**config.mk**
```make
export PLATFORM = sky130hd
export DESIGN_NAME = debug_ctrl_flat
export DESIGN_NICKNAME = d
export VERILOG_FILES = /design/src/rtl/risc32_pkg.sv /design/src/rtl/debug_ctrl_if.sv /design/src/rtl/debug_step_counter.sv /design/src/rtl/debug_ctrl.sv /design/src/flat_wrapper.sv
export SDC_FILE = /design/constraint.sdc
export NUM_CORES = 1
export LEC_CHECK = 0
export CELL_PAD_IN_SITES_DETAIL_PLACEMENT = 1
export CELL_PAD_IN_SITES_GLOBAL_PLACEMENT = 2
export CORE_UTILIZATION = 27
export DETAILED_ROUTE_END_ITERATION = 16
export GPL_ROUTABILITY_DRIVEN = 0
export GPL_TIMING_DRIVEN = 0
export PLACE_DENSITY = 0.9
export SYNTH_ARGS = -nofsm -noshare
export SYNTH_HDL_FRONTEND = slang
export SYNTH_SLANG_ARGS = --single-unit
export TNS_END_PERCENT = 100
```
**constraint.sdc**
```tcl
create_clock -name clk -period 4.5 [get_ports clk]
set_input_delay 0.675 -clock clk [delete_from_list [all_inputs] [get_ports clk]]
set_output_delay 0.675 -clock clk [all_outputs]
set_load 0.01 [all_outputs]
```
**src/rtl/risc32_pkg.sv**
```systemverilog
// Shared debug-controller definitions: command op encodings, controller
// FSM states, the breakpoint register address and the step-count width.
package risc32_pkg;

  typedef enum logic [2:0] {
    OP_HALT    = 3'd0,
    OP_RUN     = 3'd1,
    OP_STEP    = 3'd2,
    OP_RD_REG  = 3'd3,
    OP_WR_REG  = 3'd4,
    OP_WR_IMEM = 3'd5,
    OP_WR_DMEM = 3'd6,
    OP_RD_PC   = 3'd7
  } op_e;

  typedef enum logic [2:0] {
    ST_HALTED   = 3'd0,
    ST_RUNNING  = 3'd1,
    ST_STEPPING = 3'd2,
    ST_ACCESS   = 3'd3,
    ST_RESP     = 3'd4
  } dbg_state_e;

  // WR_REG to this index targets the breakpoint register when enabled
  localparam int unsigned BP_ADDR = 31;
  localparam int unsigned STEP_W  = 8;

endpackage

```
**src/rtl/debug_ctrl_if.sv**
```systemverilog
// Host command/response channel of the debug controller.
// slave: controller side, master: host side.
interface debug_ctrl_if #(
  parameter int unsigned MEM_AW = 5
);
  logic              cmd_valid;
  logic              cmd_ready;
  logic [2:0]        cmd_op;
  logic [MEM_AW-1:0] cmd_addr;
  logic [31:0]       cmd_data;
  logic              rsp_valid;
  logic              rsp_ready;
  logic [31:0]       rsp_data;
  logic              rsp_err;

  modport slave (
    input  cmd_valid, cmd_op, cmd_addr, cmd_data, rsp_ready,
    output cmd_ready, rsp_valid, rsp_data, rsp_err
  );

  modport master (
    output cmd_valid, cmd_op, cmd_addr, cmd_data, rsp_ready,
    input  cmd_ready, rsp_valid, rsp_data, rsp_err
  );
endinterface

```
**src/rtl/debug_step_counter.sv**
```systemverilog
// Step counter: loads N, decrements once per stepping cycle.
// done flags the final stepping cycle (count == 1).
module debug_step_counter #(
  parameter int unsigned W = 8
) (
  input  logic         clk,
  input  logic         rst_n,
  input  logic         load,
  input  logic [W-1:0] load_val,
  input  logic         dec,
  output logic         done
);

  logic [W-1:0] cnt_q, cnt_d;

  // next count: load wins, otherwise decrement without wrapping below zero
  always_comb begin
    cnt_d = cnt_q;
    if (load) begin
      cnt_d = load_val;
    end else if (dec && (cnt_q != '0)) begin
      cnt_d = cnt_q - 1'b1;
    end
  end

  // count register
  always_ff @(posedge clk or negedge rst_n) begin
    if (!rst_n) cnt_q <= '0;
    else        cnt_q <= cnt_d;
  end

  assign done = (cnt_q == W'(1));

endmodule

```
**src/rtl/debug_ctrl.sv**
```systemverilog
// Debug controller: halts/runs/single-steps a core and gives the host
// access to its register file, instruction and data memories and PC.
// Optional feature macro: DEBUG_BREAKPOINT_EN (PC breakpoint via WR_REG 31).
module debug_ctrl
  import risc32_pkg::*;
#(
  parameter int unsigned REG_AW = 3,
  parameter int unsigned MEM_AW = 5
) (
  input  logic              clk,
  input  logic              rst_n,
  debug_ctrl_if.slave       cmd_if,
  output logic              core_en,
  input  logic [31:0]       core_pc,
  output logic              reg_we,
  output logic [REG_AW-1:0] reg_addr,
  output logic [31:0]       reg_wdata,
  input  logic [31:0]       reg_rdata,
  output logic              imem_we,
  output logic              dmem_we,
  output logic [MEM_AW-1:0] mem_addr,
  output logic [31:0]       mem_wdata
);

  dbg_state_e        state_q, state_d;
  op_e               op_q, op_d;
  logic [MEM_AW-1:0] addr_q, addr_d;
  logic [31:0]       data_q, data_d;
  logic [31:0]       rsp_data_q, rsp_data_d;
  logic              rsp_err_q, rsp_err_d;
  logic              live_q, live_d;       // response shows the live (stopped) PC
  logic              ret_run_q, ret_run_d; // rejected op arrived while running
  logic              core_en_q, core_en_d;
  logic              init_q;

  logic              accept;
  logic              bp_hit;
  logic              cnt_load;
  logic              cnt_dec;
  logic              cnt_done;
  op_e               cmd_op_e;

  assign cmd_op_e = op_e'(cmd_if.cmd_op);

`ifdef DEBUG_BREAKPOINT_EN
  logic [31:0] bp_q, bp_d;
  logic        bp_en_q, bp_en_d;
  logic        addr_is_bp;

  assign addr_is_bp = (addr_q == MEM_AW'(BP_ADDR));
  assign bp_hit     = bp_en_q && (state_q == ST_RUNNING) && (core_pc == bp_q);

  // breakpoint register and enable
  always_ff @(posedge clk or negedge rst_n) begin
    if (!rst_n) begin
      bp_q    <= '0;
      bp_en_q <= 1'b0;
    end else begin
      bp_q    <= bp_d;
      bp_en_q <= bp_en_d;
    end
  end

  // breakpoint written from ACCESS of a WR_REG to the breakpoint index
  always_comb begin
    bp_d    = bp_q;
    bp_en_d = bp_en_q;
    if ((state_q == ST_ACCESS) && (op_q == OP_WR_REG) && addr_is_bp) begin
      bp_d    = data_q;
      bp_en_d = 1'b1;
    end
  end

  assign reg_we = (state_q == ST_ACCESS) && (op_q == OP_WR_REG) && !addr_is_bp;
`else
  assign bp_hit = 1'b0;
  assign reg_we = (state_q == ST_ACCESS) && (op_q == OP_WR_REG);
`endif

  assign cmd_if.cmd_ready = init_q && !bp_hit &&
                            ((state_q == ST_HALTED) || (state_q == ST_RUNNING));
  assign accept           = cmd_if.cmd_valid && cmd_if.cmd_ready;

  // a breakpoint stops the core in the very cycle the PC matches
  assign core_en   = core_en_q && !bp_hit;
  assign imem_we   = (state_q == ST_ACCESS) && (op_q == OP_WR_IMEM);
  assign dmem_we   = (state_q == ST_ACCESS) && (op_q == OP_WR_DMEM);
  assign reg_addr  = addr_q[REG_AW-1:0];
  assign reg_wdata = data_q;
  assign mem_addr  = addr_q;
  assign mem_wdata = data_q;

  assign cmd_if.rsp_valid = (state_q == ST_RESP);
  assign cmd_if.rsp_err   = rsp_err_q;
  // after STEP the last instruction retires on the edge entering RESP, so the
  // stopped core's PC is passed through; it cannot change while core_en is 0
  assign cmd_if.rsp_data  = live_q ? core_pc : rsp_data_q;

  debug_step_counter #(.W(STEP_W)) u_step (
    .clk      (clk),
    .rst_n    (rst_n),
    .load     (cnt_load),
    .load_val (cmd_if.cmd_data[STEP_W-1:0]),
    .dec      (cnt_dec),
    .done     (cnt_done)
  );

  // controller state registers
  always_ff @(posedge clk or negedge rst_n) begin
    if (!rst_n) begin
      state_q    <= ST_HALTED;
      op_q       <= OP_HALT;
      addr_q     <= '0;
      data_q     <= '0;
      rsp_data_q <= '0;
      rsp_err_q  <= 1'b0;
      live_q     <= 1'b0;
      ret_run_q  <= 1'b0;
      core_en_q  <= 1'b0;
      init_q     <= 1'b0;
    end else begin
      state_q    <= state_d;
      op_q       <= op_d;
      addr_q     <= addr_d;
      data_q     <= data_d;
      rsp_data_q <= rsp_data_d;
      rsp_err_q  <= rsp_err_d;
      live_q     <= live_d;
      ret_run_q  <= ret_run_d;
      core_en_q  <= core_en_d;
      init_q     <= 1'b1;
    end
  end

  // next-state and response logic
  always_comb begin
    state_d    = state_q;
    op_d       = op_q;
    addr_d     = addr_q;
    data_d     = data_q;
    rsp_data_d = rsp_data_q;
    rsp_err_d  = rsp_err_q;
    live_d     = live_q;
    ret_run_d  = ret_run_q;
    core_en_d  = core_en_q;
    cnt_load   = 1'b0;
    cnt_dec    = 1'b0;

    case (state_q)
      ST_HALTED: begin
        if (accept) begin
          op_d       = cmd_op_e;
          addr_d     = cmd_if.cmd_addr;
          data_d     = cmd_if.cmd_data;
          rsp_data_d = '0;
          rsp_err_d  = 1'b0;
          live_d     = 1'b0;
          ret_run_d  = 1'b0;
          case (cmd_op_e)
            OP_RUN: begin
              core_en_d = 1'b1;
              state_d   = ST_RUNNING;
            end
            OP_STEP: begin
              if (cmd_if.cmd_data[STEP_W-1:0] == '0) begin
                rsp_err_d = 1'b1;
                state_d   = ST_RESP;
              end else begin
                cnt_load  = 1'b1;
                core_en_d = 1'b1;
                state_d   = ST_STEPPING;
              end
            end
            default: state_d = ST_ACCESS;
          endcase
        end
      end

      ST_RUNNING: begin
        if (bp_hit) begin
          core_en_d  = 1'b0;
          rsp_data_d = core_pc;
          rsp_err_d  = 1'b0;
          live_d     = 1'b0;
          ret_run_d  = 1'b0;
          state_d    = ST_RESP;
        end else if (accept) begin
          op_d   = cmd_op_e;
          live_d = 1'b0;
          if (cmd_op_e == OP_HALT) begin
            core_en_d = 1'b0;
            state_d   = ST_ACCESS;
          end else begin
            rsp_data_d = '0;
            rsp_err_d  = 1'b1;
            ret_run_d  = 1'b1;
            state_d    = ST_RESP;
          end
        end
      end

      ST_STEPPING: begin
        cnt_dec = 1'b1;
        if (cnt_done) begin
          core_en_d = 1'b0;
          rsp_err_d = 1'b0;
          live_d    = 1'b1;
          state_d   = ST_RESP;
        end
      end

      ST_ACCESS: begin
        rsp_err_d = 1'b0;
        case (op_q)
          OP_RD_REG:         rsp_data_d = reg_rdata;
          OP_RD_PC, OP_HALT: rsp_data_d = core_pc;
          default:           rsp_data_d = '0;
        endcase
        state_d = ST_RESP;
      end

      ST_RESP: begin
        if (cmd_if.rsp_ready) begin
          state_d    = ret_run_q ? ST_RUNNING : ST_HALTED;
          ret_run_d  = 1'b0;
          live_d     = 1'b0;
          rsp_data_d = '0;
          rsp_err_d  = 1'b0;
        end
      end

      default: state_d = ST_HALTED;
    endcase
  end

endmodule
```
**src/flat_wrapper.sv**
```systemverilog
// flat-port wrapper written by rule: the top's interface ports become plain ports
module debug_ctrl_flat import risc32_pkg::*;
#(
  parameter int unsigned REG_AW = 3,
  parameter int unsigned MEM_AW = 5
)
  (clk, rst_n, core_en, core_pc, reg_we, reg_addr, reg_wdata, reg_rdata, imem_we, dmem_we, mem_addr, mem_wdata, cmd_if_cmd_valid, cmd_if_cmd_op, cmd_if_cmd_addr, cmd_if_cmd_data, cmd_if_rsp_ready, cmd_if_cmd_ready, cmd_if_rsp_valid, cmd_if_rsp_data, cmd_if_rsp_err);
  debug_ctrl_if #(.MEM_AW(MEM_AW)) cmd_if_i ();
  input  logic clk;
  input  logic rst_n;
  output logic core_en;
  input  logic [31:0] core_pc;
  output logic reg_we;
  output logic [REG_AW-1:0] reg_addr;
  output logic [31:0] reg_wdata;
  input  logic [31:0] reg_rdata;
  output logic imem_we;
  output logic dmem_we;
  output logic [MEM_AW-1:0] mem_addr;
  output logic [31:0] mem_wdata;
  input wire logic [$bits(cmd_if_i.cmd_valid)-1:0] cmd_if_cmd_valid;
  input wire logic [$bits(cmd_if_i.cmd_op)-1:0] cmd_if_cmd_op;
  input wire logic [$bits(cmd_if_i.cmd_addr)-1:0] cmd_if_cmd_addr;
  input wire logic [$bits(cmd_if_i.cmd_data)-1:0] cmd_if_cmd_data;
  input wire logic [$bits(cmd_if_i.rsp_ready)-1:0] cmd_if_rsp_ready;
  output wire logic [$bits(cmd_if_i.cmd_ready)-1:0] cmd_if_cmd_ready;
  output wire logic [$bits(cmd_if_i.rsp_valid)-1:0] cmd_if_rsp_valid;
  output wire logic [$bits(cmd_if_i.rsp_data)-1:0] cmd_if_rsp_data;
  output wire logic [$bits(cmd_if_i.rsp_err)-1:0] cmd_if_rsp_err;
  assign cmd_if_i.cmd_valid = cmd_if_cmd_valid;
  assign cmd_if_i.cmd_op = cmd_if_cmd_op;
  assign cmd_if_i.cmd_addr = cmd_if_cmd_addr;
  assign cmd_if_i.cmd_data = cmd_if_cmd_data;
  assign cmd_if_i.rsp_ready = cmd_if_rsp_ready;
  assign cmd_if_cmd_ready = cmd_if_i.cmd_ready;
  assign cmd_if_rsp_valid = cmd_if_i.rsp_valid;
  assign cmd_if_rsp_data = cmd_if_i.rsp_data;
  assign cmd_if_rsp_err = cmd_if_i.rsp_err;
  debug_ctrl #(.REG_AW(REG_AW), .MEM_AW(MEM_AW)) u_core (.clk(clk), .rst_n(rst_n), .cmd_if(cmd_if_i), .core_en(core_en), .core_pc(core_pc), .reg_we(reg_we), .reg_addr(reg_addr), .reg_wdata(reg_wdata), .reg_rdata(reg_rdata), .imem_we(imem_we), .dmem_we(dmem_we), .mem_addr(mem_addr), .mem_wdata(mem_wdata));
endmodule
```
* Yosys cells after proc, flatten, opt, wreduce, memory -nomap -nowiden
Index checks and enable logic that the tools add are counted.
** Operators by class
- Add/sub/neg operators :: 1
- Eq/ne operators :: 21
- Mux-type cells :: 41
- Reductions and logical operators :: 28
** Operators by type and width (count)
- 32-bit two-way mux :: 5
- 32-bit case mux with 4 select lines :: 1
- 32-bit case mux with 2 select lines :: 1
- 1-bit two-way mux :: 19
- 3-bit two-way mux :: 6
- 8-bit two-way mux :: 2
- 3-bit == test (second input constant) :: 5
- 3-bit case mux with 5 select lines :: 1
- 3-bit by 2-bit == test with 1-bit output (second input constant) :: 4
- 5-bit AND reduction :: 2
- 3-bit zero test :: 3
- 1-bit case mux with 3 select lines :: 3
- 3-bit nonzero test :: 3
- 8-bit by 1-bit == test with 1-bit output (second input constant) :: 1
- 8-bit zero test :: 1
- 2-bit by 1-bit inequality test with 1-bit output (second input constant) :: 4
- 4-bit AND reduction :: 2
- 8-bit nonzero test :: 1
- 8-bit by 1-bit subtractor with 8-bit output (second input constant) :: 1
- 7-bit AND reduction :: 1
- 3-bit by 1-bit == test with 1-bit output (second input constant) :: 2
- 1-bit logical AND :: 6
- 2-bit inequality test (second input constant) :: 3
- 3-bit inequality test (second input constant) :: 2
- other kinds (10) :: 12
** Storage, ports and cells
- Register bits after elaboration :: 88
- Input bits :: 108
- Output and inout port bits :: 111
- Logic and storage cells :: 102

* Depth between registers and ports, before layout
Gate-level depths: netlist of the first run.
- Word-level depth :: 7
- Mapped depth :: 8
- Gate-level depth less buffers :: 7

* Hierarchy
Synthesis of the first run repeated with hierarchy kept, for this count alone.
** Unflattened totals
- Cell total of the unflattened synthesis :: 407
- Area total of the unflattened synthesis :: 4835.9 µm²
** By module, submodules not included
- debug_ctrl :: instances 1, cells each 352, area an instance 4295.4 µm², seq. area each 2001.9 µm²
- debug_step_counter :: instances 1, cells each 55, area an instance 540.5 µm², seq. area each 200.2 µm²

* Least setup slack after synthesis of the first run
No wires, ideal clock.
- Path type :: input to register
- From :: input port cmd_if_cmd_valid
- To :: register u_core.data_q[12] (netlist: u_core.mem_wdata[12])
- Library setup time :: 0.125 ns
- Arrival :: 1.892 ns
- Path slack :: 2.484 ns
- Stages :: 5
- Path buffers :: 2
- Cell sequence :: and4bb_1 nor2b_1 buf_2 buf_2 mux2_2
** On the way
- Longest elaborated chain between the ends :: 2
** RTL lines
- start, declared :: line flat_wrapper.sv:21 : input wire logic [$bits(cmd_if_i.cmd_valid)-1:0] cmd_if_cmd_valid;
- 1-bit logical AND :: line debug_ctrl.sv:82 : assign accept = cmd_if.cmd_valid && cmd_if.cmd_ready;
- 2-bit AND reduction (no line)
- end signal, assigned :: line debug_ctrl.sv:125 : data_q <= data_d;
- end, declared :: line debug_ctrl.sv:28 : logic [31:0] data_q, data_d;
Every way passes these cells.
A chain may end at the register's enable or synchronous reset.

* Final worst setup path of the first run
- From :: register u_core.live_q
- To :: output port cmd_if_rsp_data[21]
** On the way
- Longest elaborated chain between the ends :: 1
** RTL lines
- start, declared :: line debug_ctrl.sv:31 : logic live_q, live_d;
- start signal, assigned :: line debug_ctrl.sv:128 : live_q <= live_d;
- 32-bit two-way mux :: line debug_ctrl.sv:97 : assign cmd_if.rsp_data = live_q ? core_pc : rsp_data_q;
- end, declared :: line flat_wrapper.sv:28 : output wire logic [$bits(cmd_if_i.rsp_data)-1:0] cmd_if_rsp_data;
Every way passes these cells.

==> flow_metrics.env, run 1 <==
export IMPL_status="complete, no violations"
export IMPL_nets=743
export IMPL_die_x_um=133
export IMPL_fin_crit_ns=3.12
export IMPL_clock_path_buffers=2
export IMPL_cts_setup_buffers=0
export IMPL_utilization_pct=44.6
export IMPL_rrSetupSlack_ns=2.26
export IMPL_grt_max_degree=46
export IMPL_die_h_um=133
export IMPL_skew_ns=0.00843
export IMPL_path_class="reg -> out"
export IMPL_fp_dieArea_um2=17700
export IMPL_holdWs_ns=0.347
export IMPL_initialDrtViolationCount=121
export IMPL_clock_sinks=88
export IMPL_nFillCells=1818
export IMPL_grt_first_pass_wirelength_um=24100
export IMPL_powerDensity_nw_per_um2=659
export IMPL_cts_tree="yes"
export IMPL_fmaxAchievable_ghz=0.321
export IMPL_critPathRequiredTime_ns=3.83
export IMPL_syn_area_per_cell_um2=11.5
export IMPL_htree_levels=3
export IMPL_synthCells=403
export IMPL_rsz0062_at_grt="no"
export IMPL_rows=47
export IMPL_cts_made_buffers=9
export IMPL_tightest_slew_ns=0.675
export IMPL_ys_seq_elements=88
export IMPL_crit_slowest_cell="clkbuf_1"
export IMPL_critical_path_cell_chain="clkbuf_1 -> clkbuf_1 -> mux2_2 -> clkdlybuf4s50_1"
export IMPL_cp_end_kind="output port"
export IMPL_crit_fanout=10
export IMPL_hold_path_class="in -> async"
export IMPL_async_reset_ff_share_pct=100
export IMPL_multi_input_area_um2=2040
export IMPL_first_global_vias=4610
export IMPL_crit_path_start="u_core.live_q$_DFFE_PN0P_"
export IMPL_dp_hpwl_um=11200
export IMPL_relSlewSlack_pct=55.0
export IMPL_crit_top_cell="clkbuf_1"
export IMPL_portBuffers=218
export IMPL_setup_viol=0
export IMPL_drc=0
export IMPL_ctsHoldBuffers=0
export IMPL_synth_ff_type="dfrtp_1"
export IMPL_grtUsageTotal_pct=17.2
export IMPL_ioPinCount=219
export IMPL_reg2reg_from="u_core.state_q[1]$_DFFE_PN0P_"
export IMPL_drtAntennaViolNets=0
export IMPL_ir_drop_mv=0.339
export IMPL_synth_seq_area_share_pct=47.5
export IMPL_seq_area_um2=2200
export IMPL_syn_cell_area_um2=4630
export IMPL_synth_edf_count=0
export IMPL_drive_gt1_share_pct=21.8
export IMPL_dr_total_vias=4084
export IMPL_fin_total_pwr_mw=4.89
export IMPL_period_share_pct=69.3
export IMPL_cts_root_buf="clkbuf_16"
export IMPL_core_area_um2=16600
export IMPL_synth_nets=513
export IMPL_synth_cell_types=50
export IMPL_max_cap_viol_count=0
export IMPL_drv_slew=0
export IMPL_max_stage_delay_ns=0.57
export IMPL_clk_latency_ns=0.34
export IMPL_totalWireLength_um=14800
export IMPL_place_area_um2=7120
export IMPL_firstDrtPassIters=4
export IMPL_cts_resized_gates=0
export IMPL_vias_per_cell=4.77
export IMPL_clk_pin_slew_worst_paths_ns=0.06
export IMPL_worstRegToRegCells=7
export IMPL_start_kind="register"
export IMPL_final_area_um2=7430
export IMPL_area_growth_pct=60.3
export IMPL_insertedDiodeCount=0
export IMPL_finalHoldViolations=0
export IMPL_r2r_end="u_core.rsp_data_q[15]$_DFFE_PN0P_"
export IMPL_worst_ep_arrival_time_ns=2.44
export IMPL_antenna_found_initial=0
export IMPL_p_leak_nw=3.00
export IMPL_routedWlPerCell_um=17.3
export IMPL_initial_utilization_pct=27.8
export IMPL_ys_warn_count=0
export IMPL_gr_total_overflow=0
==> worst max-delay path, delay by kind of cell, from the launching register on <==
family	cells	cell delay, ns
buffers and inverters	3	1.38
multiplexers	1	0.41
flip-flops	1	0.32
==> kinds of logic (layout without fill, tap and decap cells) <==
logic type / count (synthesis) / count (layout) / share of synthesized area (%)
adder cells (fa/ha/maj): 2 / 2 / 0.540
AND/OR/NAND/NOR: 67 / 67 / 8.18
flip-flops: 88 / 88 / 47.5
buffers and inverters: 65 / 299 / 8.53
XOR/XNOR: 2 / 2 / 0.378
multiplexers: 73 / 73 / 17.7
other: 1 / 1 / 0.0809
AO/OA/AOI/OAI: 105 / 105 / 17.1
==> placed cells by master, fill, tap and decap left out, types with 4 or more instances in the layout <==
master / synthesis / routed
buf_2: 10 / 10
nor2_1: 13 / 13
dfrtp_1: 88 / 88
o21ai_0: 11 / 11
a22oi_1: 33 / 33
clkbuf_1: 16 / 17
mux2_2: 72 / 72
o2bb2ai_1: 32 / 32
buf_4: 35 / 36
a21oi_1: 7 / 7
nor2b_1: 4 / 4
nand3_1: 5 / 5
clkbuf_16: 0 / 9
nor3b_1: 4 / 4
clkdlybuf4s50_1: 0 / 217
nand2_1: 18 / 18
==> state kept, by name, summed over array words and instances (netlist names) <==
name	flops
u_core.mem_wdata	32
u_core.rsp_data_q	32
u_core.u_step.cnt_q	8
u_core.mem_addr	5
u_core.op_q	3
u_core.state_q	3
u_core.cmd_if.rsp_err	1
u_core.core_en	1
u_core.init_q	1
u_core.live_q	1
u_core.ret_run_q	1
==> through the flow <==
| step | instances | setup TNS, ns | worst slack (ns) |
|---|---|---|---|
| 2_1_floorplan | 403 | 0 | 2.48 |
| 3_3_place_gp | 841 | -54.68 | -0.629 |
| 3_5_place_dp | 842 | 0 | 1.59 |
| 4_1_cts | 857 | 0 | 1.29 |
| 5_1_grt | 857 | 0 | 1.18 |
| 6_report | 857 | 0 | 1.38 |
==> Yosys cell counts, types with 2 or more instances <==
library cell | count | area, µm²
nand2_1 | 18 | 67.6
ha_1 | 2 | 25.0
nand3_1 | 5 | 25.0
inv_1 | 3 | 11.3
nand2b_1 | 2 | 12.5
xnor2_1 | 2 | 17.5
nor4_1 | 2 | 12.5
o311ai_0 | 3 | 26.3
o21ai_0 | 11 | 55.1
and4b_1 | 2 | 20.0
o2bb2ai_1 | 32 | 280
buf_2 | 10 | 50.1
or3_1 | 3 | 18.8
mux2_2 | 72 | 811
a31oi_1 | 3 | 18.8
or4_1 | 2 | 15.0
nor2b_1 | 4 | 25.0
clkbuf_1 | 16 | 60.1
buf_4 | 35 | 263
nor3b_1 | 4 | 30.0
a21o_1 | 3 | 22.5
nor3_1 | 3 | 15.0
a21oi_1 | 7 | 35.0
dfrtp_1 | 88 | 2200
nor2_1 | 13 | 48.8
a22oi_1 | 33 | 248
nand4b_1 | 2 | 17.5
==> power breakdown <==
| part | internal, mW | switching, mW |
|---|---|---|
| combinational | 1.60 | 1.14 |
| clock | 0.485 | 0.316 |
| sequential | 1.10 | 0.254 |
==> how the worst max path moves through the flow <==
stage	end
finish	cmd_if_rsp_data[21]
CTS	cmd_if_rsp_data[21]
detailed placement	u_core.rsp_data_q[23]$_DFFE_PN0P_
global route	cmd_if_rsp_data[22]
floorplan	u_core.mem_wdata[12]$_DFFE_PN0P_
global placement	u_core.rsp_data_q[10]$_DFFE_PN0P_
==> cell type report <==
class	instances	share of cell area (%)
sequential	88	29.6
timing repair buffer	219	29.7
buffer	62	5.17
inverter	3	0.152
multi-input combinational	250	27.4
tap	220	3.71
clock inverter	5	1.10
clock buffer	10	3.08
==> metal layers <==
layer,global-route usage (%),up-vias,wire length [µm],part of all wire (%)
li1,-,1928,-,-
met1,21.1,1985,6420,43
met2,29.3,164,7060,48
met3,5.63,7,1240,8.4
met4,3.96,0,109,0.73
met5,0,-,0,0
No activity file was read; power rests on OpenSTA's default activity.
==> run 2, diff against run 1 <==
- CORE_UTILIZATION: 27 -> 22
- PLACE_DENSITY: 0.9 -> 0.79
- clock period: 4.5 -> 2.5 ns (I/O delays scaled with it)
==> flow_metrics.env, run 2 (synthesized netlist as in run 1, its figures left out) <==
export IMPL_portBuffers=218
export IMPL_ir_drop_mv=0.537
export IMPL_met3_usage_pct=4.04
export IMPL_critPathRequiredTime_ns=2.12
export IMPL_rows=52
export IMPL_pwr_share_clk_pct=15.3
export IMPL_cp_end_kind="output port"
export IMPL_routedWlPerCell_um=17.5
export IMPL_status="complete, no violations"
export IMPL_setup_viol=0
export IMPL_cts_made_buffers=9
export IMPL_crit_fanout=10
export IMPL_crit_slowest_cell="clkdlybuf4s50_1"
export IMPL_rrSetupSlack_ns=0.19
export IMPL_p_leak_nw=3.02
export IMPL_drv_slew=0
export IMPL_multi_input_area_um2=2040
export IMPL_cts_setup_buffers=0
export IMPL_clock_path_buffers=2
export IMPL_cts_root_buf="clkbuf_16"
export IMPL_antenna_found_initial=0
export IMPL_vias_per_cell=4.59
export IMPL_relSlewSlack_pct=58.4
export IMPL_die_h_um=147
export IMPL_critical_path_cell_chain="clkbuf_4 -> mux2_2 -> clkdlybuf4s50_1"
export IMPL_htree_levels=3
export IMPL_drtAntennaViolNets=0
export IMPL_finalHoldViolations=0
export IMPL_p_int_mw=5.64
export IMPL_setup_tns_ns=0
export IMPL_drc=0
export IMPL_grtUsageTotal_pct=15.0
export IMPL_utilization_pct=36.6
export IMPL_rsz0062_at_grt="no"
export IMPL_fp_dieArea_um2=21700
export IMPL_hold_path_class="in -> async"
export IMPL_powerDensity_nw_per_um2=1170
export IMPL_combPwrFrac_pct=56.4
export IMPL_gr_usage_met2_pct=24.9
export IMPL_ctsHoldBuffers=0
export IMPL_grt_max_degree=46
export IMPL_area_growth_pct=61.4
export IMPL_clk_latency_ns=0.34
export IMPL_insertedDiodeCount=0
export IMPL_p_sw_share_pct=35.7
export IMPL_r2r_end="u_core.mem_wdata[13]$_DFFE_PN0P_"
export IMPL_drive_gt1_share_pct=23.0
export IMPL_gr_total_overflow=0
export IMPL_most_common_layout_cells="214 x clkdlybuf4s50_1, 88 x dfrtp_1, 72 x mux2_2, 36 x buf_4, 33 x a22oi_1"
export IMPL_cts_tree="yes"
export IMPL_switchingPower_mw=3.13
export IMPL_met1_usage_pct=18.7
export IMPL_skew_ns=0.00556
export IMPL_totalWireLength_um=15900
export IMPL_seq_area_um2=2200
export IMPL_start_kind="register"
export IMPL_dp_hpwl_um=12200
export IMPL_die_x_um=147
export IMPL_power_frac_seq_pct=28.3
export IMPL_tightest_slew_ns=0.625
export IMPL_core_area_um2=20400
export IMPL_firstDrtPassIters=6
export IMPL_nets=741
export IMPL_clk_pin_slew_worst_paths_ns=0.06
export IMPL_clock_sinks=88
export IMPL_reg2reg_from="u_core.state_q[2]$_DFFE_PN0P_"
export IMPL_nFillCells=2269
export IMPL_grt_first_pass_wirelength_um=25500
export IMPL_initial_utilization_pct=22.7
export IMPL_layout_commonest_cell="clkdlybuf4s50_1"
export IMPL_fin_total_pwr_mw=8.77
export IMPL_ioPinCount=219
export IMPL_worstRegToRegCells=5
export IMPL_grt_busiest_layer="met2"
export IMPL_first_global_vias=4597
export IMPL_initialDrtViolationCount=119
export IMPL_dr_total_vias=4156
export IMPL_path_class="reg -> out"
export IMPL_fin_crit_ns=2.38
export IMPL_fmaxAchievable_ghz=0.420
export IMPL_max_stage_delay_ns=0.50
export IMPL_max_cap_viol_count=0
export IMPL_holdWs_ns=0.0415
export IMPL_worst_ep_arrival_time_ns=2.01
export IMPL_period_share_pct=95.3
[run 2: changes by cell type in the layout (fill, tap and decap cells not counted), sizes merged]
cell	before	now
clkdlybuf4s50	217	214
inv	4	3
clkinv	1	3
bufinv	2	1
buf	48	46
dlymetal6s2s	0	1
clkinvlp	1	2
dlygate4sd2	0	2
[run 2: through the flow]
stage                     setup WS [ns]  instances  instance area (µm²)
final                             0.117        906                 7480
after global routing            0.00824        906                 7480
after CTS                       0.00256        906                 7470
after detailed placement         -0.156        892                 7180
after global placement            -2.41        891                 7150
after floorplan                   0.709        403                 4630
[run 2: worst max-delay path by stage]
stage	startpoint	end
6_report	u_core.live_q$_DFFE_PN0P_	cmd_if_rsp_data[22]
5_1_grt	u_core.state_q[2]$_DFFE_PN0P_	u_core.mem_wdata[18]$_DFFE_PN0P_
4_1_cts	u_core.state_q[1]$_DFFE_PN0P_	reg_we
3_5_place_dp	cmd_if_cmd_op[0]	u_core.rsp_data_q[21]$_DFFE_PN0P_
3_3_place_gp	rst_n	u_core.mem_wdata[18]$_DFFE_PN0P_
2_1_floorplan	u_core.state_q[2]$_DFFE_PN0P_	u_core.mem_wdata[12]$_DFFE_PN0P_
[run 2: power groups by stage]
stage,Clock [mW],Sequential (mW),Combinational (mW)
floorplan,0,2.49,2.45
CTS,1.41,2.49,5.01
global placement,0,2.44,4.91
finish,1.34,2.48,4.94
global route,1.47,2.58,5.31
detailed placement,0,2.47,5.00
[run 2: layout make-up]
type | count | area share, %
repair buffers | 219 | 29.5
inverters | 3 | 0.151
well taps | 270 | 4.52
plain buffers | 60 | 5.24
clock inverters | 6 | 0.803
flip-flops and latches | 88 | 29.4
clock buffers | 10 | 3.06
multi-input cells | 250 | 27.3
[run 2: worst max-delay path: cells and delay by family (launching register included)]
family / cells / cell delay [ns]
mux: 1 / 0.37
flops: 1 / 0.49
buf+inv: 2 / 0.81
[run 2: routing by layer]
layer,wire length [µm],vias up
li1,-,1926
met5,0,-
met1,7020,2052
met3,1130,11
met2,7520,167
met4,176,0
[run 2: timing repair]
action                                  4_1_cts  5_1_grt
endpoints found under the setup margin       32       20
gates cloned                                  0        0
hold endpoints to repair                      0        0
resized for setup                             9        4
pin swaps                                     0        0
